**config.mk**
```make
export PLATFORM = sky130hd
export DESIGN_NAME = load_store_unit
export DESIGN_NICKNAME = d
export VERILOG_FILES = /design/src/rtl/load_store_unit.sv
export SDC_FILE = /design/constraint.sdc
export NUM_CORES = 1
export LEC_CHECK = 0
export ABC_AREA = 0
export CAP_MARGIN = 40
export CORE_ASPECT_RATIO = 0.8
export CORE_MARGIN = 2
export CORE_UTILIZATION = 55
export DETAILED_ROUTE_END_ITERATION = 16
export DONT_BUFFER_PORTS = 1
export GPL_ROUTABILITY_DRIVEN = 0
export PLACE_DENSITY_LB_ADDON = 0.3
export SLEW_MARGIN = 25
export SYNTH_ARGS = -nofsm -noshare
export SYNTH_HDL_FRONTEND = slang
export SYNTH_SLANG_ARGS = --single-unit
```
**constraint.sdc**
```tcl
create_clock -name clk -period 7.3 [get_ports clk]
set_clock_uncertainty 0.15 [all_clocks]
set_input_delay 1.095 -clock clk [delete_from_list [all_inputs] [get_ports clk]]
set_output_delay 1.095 -clock clk [all_outputs]
set_load 0.01 [all_outputs]
```
**src/rtl/load_store_unit.sv**
```systemverilog
// RV32 load/store stage: one request at a time, sub-word stores via read-modify-write.
// Latency load 2, word store 2, sub-word store 3, fault 1; req_ready only in IDLE, requests are never queued.
module load_store_unit #(
  parameter int DEPTH      = 1024,
  parameter int ADDR_WIDTH = 32
) (
  input  logic                  clk,
  input  logic                  rst,
  input  logic                  req_valid,
  output logic                  req_ready,
  input  logic                  req_we,
  input  logic [1:0]            req_size,
  input  logic                  req_unsigned,
  input  logic [ADDR_WIDTH-1:0] req_addr,
  input  logic [31:0]           req_wdata,
  output logic                  resp_valid,
  output logic [31:0]           resp_rdata,
  output logic                  resp_misaligned,
  output logic                  resp_access_fault,
  output logic [ADDR_WIDTH-1:0] mem_addr,
  output logic                  mem_we,
  output logic [31:0]           mem_wdata,
  input  logic [31:0]           mem_rdata
);

  typedef enum logic [2:0] {IDLE, LOAD, RMW_READ, WRITE, RESP} state_t;

  localparam logic [ADDR_WIDTH-1:0] MAX_ADDR = ADDR_WIDTH'(DEPTH - 4);

  state_t      state;
  logic [1:0]  lat_size;
  logic        lat_unsigned;
  logic [1:0]  lat_off;
  logic [15:0] lat_wdata;

  logic [ADDR_WIDTH-1:0] acc_aligned;
  logic                  misaligned;
  logic                  out_of_range;
  logic [31:0]           lw;
  logic [31:0]           load_data;
  logic [31:0]           merged;

  assign req_ready    = (state == IDLE);
  assign acc_aligned  = {req_addr[ADDR_WIDTH-1:2], 2'b00};
  assign misaligned   = (req_size == 2'd3) ||
                        (req_size == 2'd1 && req_addr[0]) ||
                        (req_size == 2'd2 && req_addr[1:0] != 2'b00);
  assign out_of_range = acc_aligned > MAX_ADDR;

  // Memory port returns the lowest address in the top byte; lw puts byte k at lw[8k+:8].
  assign lw = {mem_rdata[7:0], mem_rdata[15:8], mem_rdata[23:16], mem_rdata[31:24]};

  always_comb begin
    load_data = lw;
    case (lat_size)
      2'd0: begin
        load_data[7:0]  = lw[{lat_off, 3'b000} +: 8];
        load_data[31:8] = lat_unsigned ? 24'h0 : {24{load_data[7]}};
      end
      2'd1: begin
        load_data[15:0]  = lw[{lat_off[1], 4'b0000} +: 16];
        load_data[31:16] = lat_unsigned ? 16'h0 : {16{load_data[15]}};
      end
      default: load_data = lw;
    endcase
  end

  always_comb begin
    merged = lw;
    if (lat_size == 2'd0)
      merged[{lat_off, 3'b000} +: 8] = lat_wdata[7:0];
    else
      merged[{lat_off[1], 4'b0000} +: 16] = lat_wdata;
  end

  always_ff @(posedge clk or posedge rst) begin
    if (rst) begin
      state             <= IDLE;
      lat_size          <= 2'd0;
      lat_unsigned      <= 1'b0;
      lat_off           <= 2'd0;
      lat_wdata         <= 16'h0;
      resp_valid        <= 1'b0;
      resp_rdata        <= 32'h0;
      resp_misaligned   <= 1'b0;
      resp_access_fault <= 1'b0;
      mem_addr          <= '0;
      mem_we            <= 1'b0;
      mem_wdata         <= 32'h0;
    end else begin
      case (state)
        IDLE: begin
          if (req_valid) begin
            lat_size          <= req_size;
            lat_unsigned      <= req_unsigned;
            lat_off           <= req_addr[1:0];
            lat_wdata         <= req_wdata[15:0];
            mem_addr          <= acc_aligned;
            resp_rdata        <= 32'h0;
            resp_misaligned   <= 1'b0;
            resp_access_fault <= 1'b0;
            if (misaligned) begin
              resp_misaligned <= 1'b1;
              resp_valid      <= 1'b1;
              state           <= RESP;
            end else if (out_of_range) begin
              resp_access_fault <= 1'b1;
              resp_valid        <= 1'b1;
              state             <= RESP;
            end else if (!req_we) begin
              state <= LOAD;
            end else if (req_size == 2'd2) begin
              mem_we    <= 1'b1;
              mem_wdata <= req_wdata;
              state     <= WRITE;
            end else begin
              state <= RMW_READ;
            end
          end
        end
        LOAD: begin
          resp_rdata <= load_data;
          resp_valid <= 1'b1;
          state      <= RESP;
        end
        RMW_READ: begin
          mem_wdata <= merged;
          mem_we    <= 1'b1;
          state     <= WRITE;
        end
        WRITE: begin
          mem_we     <= 1'b0;
          resp_valid <= 1'b1;
          state      <= RESP;
        end
        RESP: begin
          resp_valid        <= 1'b0;
          resp_rdata        <= 32'h0;
          resp_misaligned   <= 1'b0;
          resp_access_fault <= 1'b0;
          state             <= IDLE;
        end
        default: state <= IDLE;
      endcase
    end
  end

endmodule

```
# Yosys cells after proc, flatten, opt, wreduce, memory -nomap -nowiden
# Index checks and enable logic that the tools add are counted.
# W data, S select, Z words.
# totals
regBits,122
inputBits,103
output_inout_bits,101
elab_cells,91
# classes
n_addsub,2
n_lt_le_gt_ge,1
n_eq_ne,14
n_shift,6
mux,37
reduce_logical,19
# ops
operator,n
$mux W32,7
$pmux W32 S2,2
$pmux W32 S3,1
$bwmux W32,2
$gt A32 B10 Y1 const B,1
$shift A16 B7 Y32 const A,1
$shift A8 B7 Y32 const A,1
$shiftx A16 B7 Y32,1
$shiftx A32 B6 Y16,1
$shiftx A32 B6 Y8,1
$shiftx A8 B7 Y32,1
$mux W24,1
$mux W16,1
$mux W1,14
$neg A5 Y7,2
$reduce_and A6 Y1,2
$mux W3,3
$pmux W3 S3,1
$reduce_bool A3 Y1,3
$eq A3 B2 Y1 const B,2
$ne A2 B2 Y1 const B,3
$pmux W1 S3,2
$reduce_and A2 Y1,3
$reduce_bool A2 Y1,3
other kinds (14),20

# Depth between registers and ports, before layout
# Gate-level depths: netlist (run 1).
# logic_depth
ltp_word,7
depth_mapped,9
mapped_depth_nobuf,7

# Worst setup path before layout (run 1)
# No wires, ideal clock.
# synth_path
path_kind,in2reg
startpoint,input port req_addr[25]
endpoint,register mem_wdata[0]
setup_ps,124
t_arrival_ps,2407
required_time_ps,7026
setup_slack_ps,4619
stages,5
path_buffers,1
path_cell_list,or4_4 nor4_2 o211ai_2 buf_6 mux2i_1
# synth_via
elab_chain_cells,3
# synth_rtl
element,line_no,text
start: declaration,14,"input logic [ADDR_WIDTH-1:0] req_addr,"
$gt A32 B10 Y1,48,assign out_of_range = acc_aligned > MAX_ADDR;
$ne A2 B2 Y1 (no source line),--,
$reduce_and A6 Y1 (no source line),--,
end signal: assignment,114,mem_wdata <= req_wdata;
end signal: assignment,127,mem_wdata <= merged;
end: declaration,22,"output logic [31:0] mem_wdata,"
# Every way passes these cells.
# A chain may end at the register's enable or synchronous reset.

# Worst setup path after layout (run 1)
# layout_path
startpoint,register lat_off[1]
endpoint,register mem_wdata[16]
# layout_via
elab_chain_cells,5
elab_cells_between_ends,10
classes_between,2 x add/sub; 4 x shift; 4 x mux
# layout_rtl
element,line_no,text
start: declaration,33,logic [1:0] lat_off;
start signal: assignment,96,lat_off <= req_addr[1:0];
"$neg A5 Y7, on equally long branches","73, 71",
"$shiftx A16 B7 Y32, or another cell as far along",73,"merged[{lat_off[1], 4'b0000} +: 16] = lat_wdata;"
"$bwmux W32, on equally long branches","73, 71",
$mux W32 *,70,if (lat_size == 2'd0)
$pmux W32 S2 *,91,case (state)
# Mark *: on every way between the ends. The rest lies on a longest branch, timed or not.

==> results.md, run 1 <==
Detailed routing
• 0 — number of remaining DRC errors
• 4894 — overall via count from detail_route
• 6.75 — via-per-instance ratio
• 0 — Final ANT Viol Nets
• 396 — violation count after the first detailed-routing iteration
• 25.1 um — wire length per cell after detailed routing
• 8 — drt pass-1 iters
• 18200 um — detailed-route wire length

Setup path
• register — element type at the critical path start
• 7.48 ns — Data required, critical path
• 23 — Worst Path Max Fanout
• 3.38 ns — arrival time worst endpoint
• register — endpoint class of the critical path
• register to register — type of the setup path with the least slack
• 4.10 ns — flop2flop setup slack

STA
• 46.2% — normalized max-slew margin
• 0 — final number of setup-violating endpoints
• 0.401 ns — worst hold margin
• 3.20 ns — post-route minimum period
• 313 MHz — Max Clock Freq
• 43.8% — fraction of the cycle the final worst path needs
• 0 — final number of max-transition violations
• 0 ns — Sum Neg Setup Slack
• 0.801 ns — worst slew pin tran
• false — setup repair after global routing missed its margin
• 0 — Hold Fails Final Rpt

Yosys
• 122 — flip-flop and latch count after synthesis
• 577 — Syn Inst Count
• dfrtp_1 (48%), mux2i_1 (10%), mux2_2 (9.8%) — leading post-synthesis cells by cell area
• 44 — count of different cell masters after synthesis
• 0 — number of enable flip-flop cells after synthesis
• 47.6% — register area share after synthesis
• dfrtp_1 — cell type contributing the most total cell area after synthesis
• 0 — number of warnings issued by yosys
• 100% — fraction of registers with async set/reset
• 6420 um2 — Mapped Area
• dfrtp_1 — most frequently used flop master after synthesis
• 47.6% — area fraction of the dominant cell type after synthesis
• 11.1 um2 — Avg Synthesized Cell Area

Clock network
• 0.06 ns — clk slew on worst S/H paths
• 17 — total CTS buffers
• done — clock tree from TritonCTS
• 0 — count of hold-fix buffers inserted at cts
• 0 — number of buffers inserted by post-CTS setup repair
• 122 — clk sink count
• 0 — # resized after CTS
• 4 — maximum level of the CTS H-tree
• 2 — maximum buffer depth of the clock tree
• clkbuf_16 — root buf cell
• 0.41 ns — clk_lat worst skew

Placed design
• 0 — count of input and output buffers
• 13000 um — placed wire-length estimate

GRT
• 0 — antenna violations before repair
• 29.0% — all-layer global routing usage
• 27900 um — first-pass GRT wire length
• 0 — Remaining Overflow, GRT
• 68 — pin count of the biggest net entering global routing
• 4835 — vias in the first global route

Status
• finished clean — result of the run

Power
• 1880 uW — PnR Total Power
• 45.5% — share of total power in the clock network
• 0.159 mV — Peak VDD IR
• 1390 uW — internal cell power
• 12.2% — part of the power in combinational logic
• 25.8% — switching share of total power
• 484 uW — Switch Pwr
• 42.3% — sequential share of power
• 0.00330 uW — leakage power total
• 263 nW/um2 — Power Dens Cells

Flow run
• 0 — max-cap check violation count

Die
• 125 um — Die Width
• 12600 um2 — die area
• 11400 um2 — placeable core region
• 35 — number of core rows
• 204 — # IOs
• 101 um — Die Height
• 56.1% — Initial Utilization

Finish
• 672 — number of nets in the final layout
• 0 — number of inserted diodes
• 62.4% — fin util
• 11.2% — post-synthesis to final-layout area growth
• 896 — number of filler cells placed in the layout
• dfrtp_1 (121), mux2i_1 (64), mux2_2 (56) — commonest cells after routing, fill and taps aside
• dfrtp_1 — commonest non-fill, non-tap cell in the layout
• 20.5% — ratio of cells with drive above 1 in the final layout

Worst hold path
• register to register — type of the most critical hold path

layer usage:
layer | track usage [%] | wire [um]
met4 | 12.7 | 526
met1 | 38.2 | 7100
met5 | 0 | 0
met3 | 12.2 | 2390
met2 | 42.2 | 8160
cells by family (layout without fill, tap and decap cells):
group | after synthesis | after routing | synth area share, %
multiplexers | 121 | 121 | 20.2
AND/OR/NAND/NOR | 62 | 62 | 4.99
adder cells (fa/ha/maj) | 5 | 5 | 0.975
other | 1 | 2 | 0.0584
AO/OA/AOI/OAI | 175 | 175 | 19.9
buffers and inverters | 91 | 90 | 6.36
flip-flops | 122 | 122 | 47.6
through the flow:
step                instances  instance area (um2)  setup WS (ns)
finish                    725                 7130           4.10
global route              725                 7130           3.89
CTS                       721                 7100           4.13
floorplan                 578                 6420           2.81
global placement          683                 6420           3.52
detailed placement        689                 6500           4.11
power by group through the flow:
stage | Clock [uW] | Sequential [uW] | Combinational, uW
after floorplan | 0 | 775 | 195
after global placement | 0 | 810 | 200
after detailed placement | 0 | 805 | 223
after CTS | 864 | 793 | 225
after global routing | 897 | 800 | 250
final | 854 | 794 | 228
worst max-delay path, cell delays in order, from the launching register on:
cell	delay (ns)
dfrtp_2	0.77
inv_1	0.23
ha_1	0.42
nor4bb_1	0.61
buf_1	0.29
a221oi_1	0.12
a211oi_1	0.28
a21oi_1	0.08
mux2i_1	0.15
worst paths after layout:
kind,start,end,depth (start not counted)
setup / recovery,lat_off[1],mem_wdata[16],8
hold / removal,lat_wdata[14],lat_wdata[14],1
setup reg to reg,lat_off[1],mem_wdata[16],8
hold reg to reg,lat_wdata[14],lat_wdata[14],1
max in group asynchronous,rst,lat_off[1],3
min in group asynchronous,rst,mem_addr[7],1
cell type report:
cell class,count,area (um2),area share (%)
repair buffers,13,126,1.77
clock inverters,7,114,1.60
well taps,148,185,2.60
flip-flops and latches,122,3050,42.8
clock buffers,25,485,6.80
multi-input cells,365,3000,42.0
inverters,45,171,2.40
state kept, by name, summed over array words and instances, names as in the netlist:
name and flops:
lat_off 2, lat_size 2, lat_unsigned 1, lat_wdata 16, mem_addr 30, mem_wdata 32
mem_we 1, resp_access_fault 1, resp_misaligned 1, resp_rdata 32, resp_valid 1, state 3
Yosys cell counts (8+ instances only):
library cell,instances
inv_1,44
clkbuf_1,24
a221o_2,10
mux2_2,56
nor2_1,9
nand2_1,28
mux2i_1,64
o21ai_0,33
a211oi_1,40
a21oi_1,36
a221oi_1,33
buf_2,8
dfrtp_1,122
Note: power is estimated with default switching activity, not from simulation.
==> inputs of run 2 (changes only) <==
- ABC_AREA: 0 -> 1
- clock period: 7.3 -> 3 ns (I/O delays scaled with it)
==> results.md, run 2 <==
Status
• finished clean — result of the run

Die
• 204 — # IOs, unchanged
• 37 — number of core rows, +5.7%
• 12700 um2 — placeable core region, +11%
• 55.8% — Initial Utilization, -0.40 points
• 131 um — Die Width, +4.8%
• 13800 um2 — die area, +9.8%
• 105 um — Die Height, +4.8%

Finish
• 1192 — number of nets in the final layout, +77%
• 0 — number of inserted diodes, unchanged
• 3050 um2 — FF+latch area, unchanged
• nand2_1 (516), dfrtp_1 (121), nand3_1 (115) — commonest cells after routing, fill and taps aside
• 5.83% — ratio of cells with drive above 1 in the final layout, -15 points
• 1179 — number of filler cells placed in the layout, +32%
• mem_wdata x32, resp_rdata x32, mem_addr x30 — Top Registers
• nand2_1 — commonest non-fill, non-tap cell in the layout
• 1272 — Post-Layout Cell Count, +75%
• 3540 um2 — multi-input combinational cell area, +18%
• 14.7% — post-synthesis to final-layout area growth

Clock network
• 0 — number of buffers inserted by post-CTS setup repair, unchanged
• 17 — total CTS buffers, unchanged
• clkbuf_16 — root buf cell
• 0.42 ns — clk_lat worst skew, about the same
• 2 — maximum buffer depth of the clock tree, unchanged
• 0 — # resized after CTS, unchanged
• done — clock tree from TritonCTS
• 0.06 ns — clk slew on worst S/H paths, about the same
• 4 — maximum level of the CTS H-tree, unchanged
• 122 — clk sink count, unchanged

Placed design
• 1199 — # placed instances, +74%
• 14800 um — placed wire-length estimate, +14%
• 0 — count of input and output buffers, unchanged

STA
• 0 — Hold Fails Final Rpt, unchanged
• 87.3% — fraction of the cycle the final worst path needs, +43 points
• false — setup repair after global routing missed its margin
• 0.619 ns — worst slew pin tran, -0.182 ns
• 0 — final number of setup-violating endpoints, unchanged
• 58.7% — normalized max-slew margin, +13 points
• 0 ns — Sum Neg Setup Slack, unchanged
• 382 MHz — Max Clock Freq, +22%
• 0 — final number of max-transition violations, unchanged
• 2.62 ns — post-route minimum period, -0.578 ns

Detailed routing
• 17.1 um — wire length per cell after detailed routing, -32%
• 21700 um — detailed-route wire length, +20%
• 0 — number of remaining DRC errors, unchanged
• 5.55 — via-per-instance ratio, -18%
• 6 — drt pass-1 iters, -2
• 7060 — overall via count from detail_route, +44%
• 0 — Final ANT Viol Nets, unchanged
• 776 — violation count after the first detailed-routing iteration, +96%

Yosys
• nand2_1 (517), dfrtp_1 (122), nand3_1 (115) — most frequent cells after synthesis
• 100% — fraction of registers with async set/reset, unchanged
• 6.61 um2 — Avg Synthesized Cell Area, -41%
• 122 — flip-flop and latch count after synthesis, unchanged
• dfrtp_1 — cell type contributing the most total cell area after synthesis
• 7070 um2 — Mapped Area, +10%
• nand2_1 — top-count cell post-synth
• 0 — number of warnings issued by yosys, unchanged
• dfrtp_1 — most frequently used flop master after synthesis
• 43.2% — area fraction of the dominant cell type after synthesis, -4.4 points
• dfrtp_1 (43%), nand2_1 (27%), nand3_1 (8.1%) — leading post-synthesis cells by cell area
• 43.2% — register area share after synthesis, -4.4 points
• 0 — number of enable flip-flop cells after synthesis, unchanged
• 1070 — Syn Inst Count, +85%
• 27 — count of different cell masters after synthesis, -39%

Setup path
• 2.83 ns — arrival time worst endpoint, -0.55 ns
• 14 — Worst Path Max Fanout, -39%
• dfrtp_1 — Slowest cell on crit path
• 0.38 ns — flop2flop setup slack, -3.72 ns
• 0.61 ns — delay contributed by the slowest stage of the critical path, -0.16 ns
• 9 — cell count of the worst reg-to-reg path, +1
• mem_wdata[1] — worst reg2reg endpoint
• nand2_1 — Critical Path Most Common Cell
• register to register — type of the setup path with the least slack
• register — element type at the critical path start
• register — endpoint class of the critical path
• 3.21 ns — Data required, critical path, -4.27 ns
• lat_off[0] — startpoint of the lowest-slack register-to-register path
• inv_1, ha_1, nor2_1, nand4_1, nand2_1, nand3_1, nand2_1, nand3_1, nand2_1 — cells traversed along the worst timing path

Power
• 0.845 mV — Peak VDD IR, +430%
• 7860 uW — PnR Total Power, +320%
• 969 nW/um2 — Power Dens Cells, +270%
• 0.00421 uW — leakage power total, +28%

Worst hold path
• mem_addr[23] — endpoint of the worst hold path
• req_addr[23] — start point of the worst min-delay path
• input pin to register — type of the most critical hold path
• 2 — Worst Hold Depth, +1

GRT
• 86 — pin count of the biggest net entering global routing, +26%
• 0 — Remaining Overflow, GRT, unchanged
• 32.9% — all-layer global routing usage, +3.9 points
• 6828 — vias in the first global route, +41%
• 35400 um — first-pass GRT wire length, +27%
• 1 — antenna violations before repair, +1

Flow run
• 0 — max-cap check violation count, unchanged

[run 2: cell types whose count changed after synthesis, sizes merged, moves of 33 or more]
cell    change
mux2       -56
a211oi     -40
nand3     +117
mux2i      -64
nand2     +490
a221oi     -33
nor2       +71
[run 2: repair_timing]
| item | in CTS | in global routing |
|---|---|---|
| hold endpoints to repair | 161 | 0 |
| endpoints found under the setup margin | 0 | 0 |
| hold buffers | 40 | 0 |
[run 2: routing by layer]
metal | vias up | wire, um | GRT usage [%]
met5 | - | 17 | 0
met4 | 2 | 656 | 11.9
met3 | 49 | 2660 | 12.1
met2 | 404 | 9330 | 47.6
met1 | 3191 | 9060 | 45.4
li1 | 3414 | - | -
[run 2: final cells by class]
class,instances,area share [%]
multi-input cells,837,43.6
flip-flops and latches,122,37.7
repair buffers,55,6.66
clock buffers,19,5.58
well taps,175,2.70
inverters,51,2.41
clock inverters,13,1.36
[run 2: how the worst max path moves through the flow]
stage,startpoint,to,slack [ns],cells after the start
2_1_floorplan,lat_off[1],mem_wdata[24],0.86,14
3_3_place_gp,lat_off[0],mem_wdata[12],0.50,11
3_5_place_dp,lat_off[0],mem_wdata[5],0.49,9
4_1_cts,lat_off[0],mem_wdata[5],0.44,9
5_1_grt,lat_off[0],mem_wdata[11],0.06,11
6_report,lat_off[0],mem_wdata[1],0.38,9
[run 2: stage by stage]
stage / setup WS, ns / utilization (%) / hold WS, ns / area (um2)
CTS: 0.445 / 63.8 / 0.000264 / 8100
global route: 0.0579 / 63.9 / 0.00332 / 8110
detailed placement: 0.487 / 56.2 / 0.346 / 7130
global placement: 0.501 / 56.1 / 0.341 / 7120
finish: 0.381 / 63.9 / 0.00927 / 8110
floorplan: 0.862 / - / 0.314 / 7080
[run 2: power by group]
group | internal, uW | leakage [uW] | switching (uW)
combinational | 900 | 0.00239 | 2010
clock | 1120 | 0.000262 | 835
sequential | 2230 | 0.00156 | 766
total | 4250 | 0.00421 | 3610
[run 2: logic make-up after synthesis]
family	share of synthesized area, %
adder cells (fa/ha/maj)	0.885
buffers and inverters	6.94
flip-flops	43.2
AO/OA/AOI/OAI	7.59
AND/OR/NAND/NOR	41.4
other	0.0530
[run 2: worst max-delay path: cells and delay by family, from the launching register on]
kind                       cells  cell delay, ns
adders and majority gates      1            0.43
buffers and inverters          1            0.33
DFF                            1            0.61
and+or+nand+nor                7            1.03
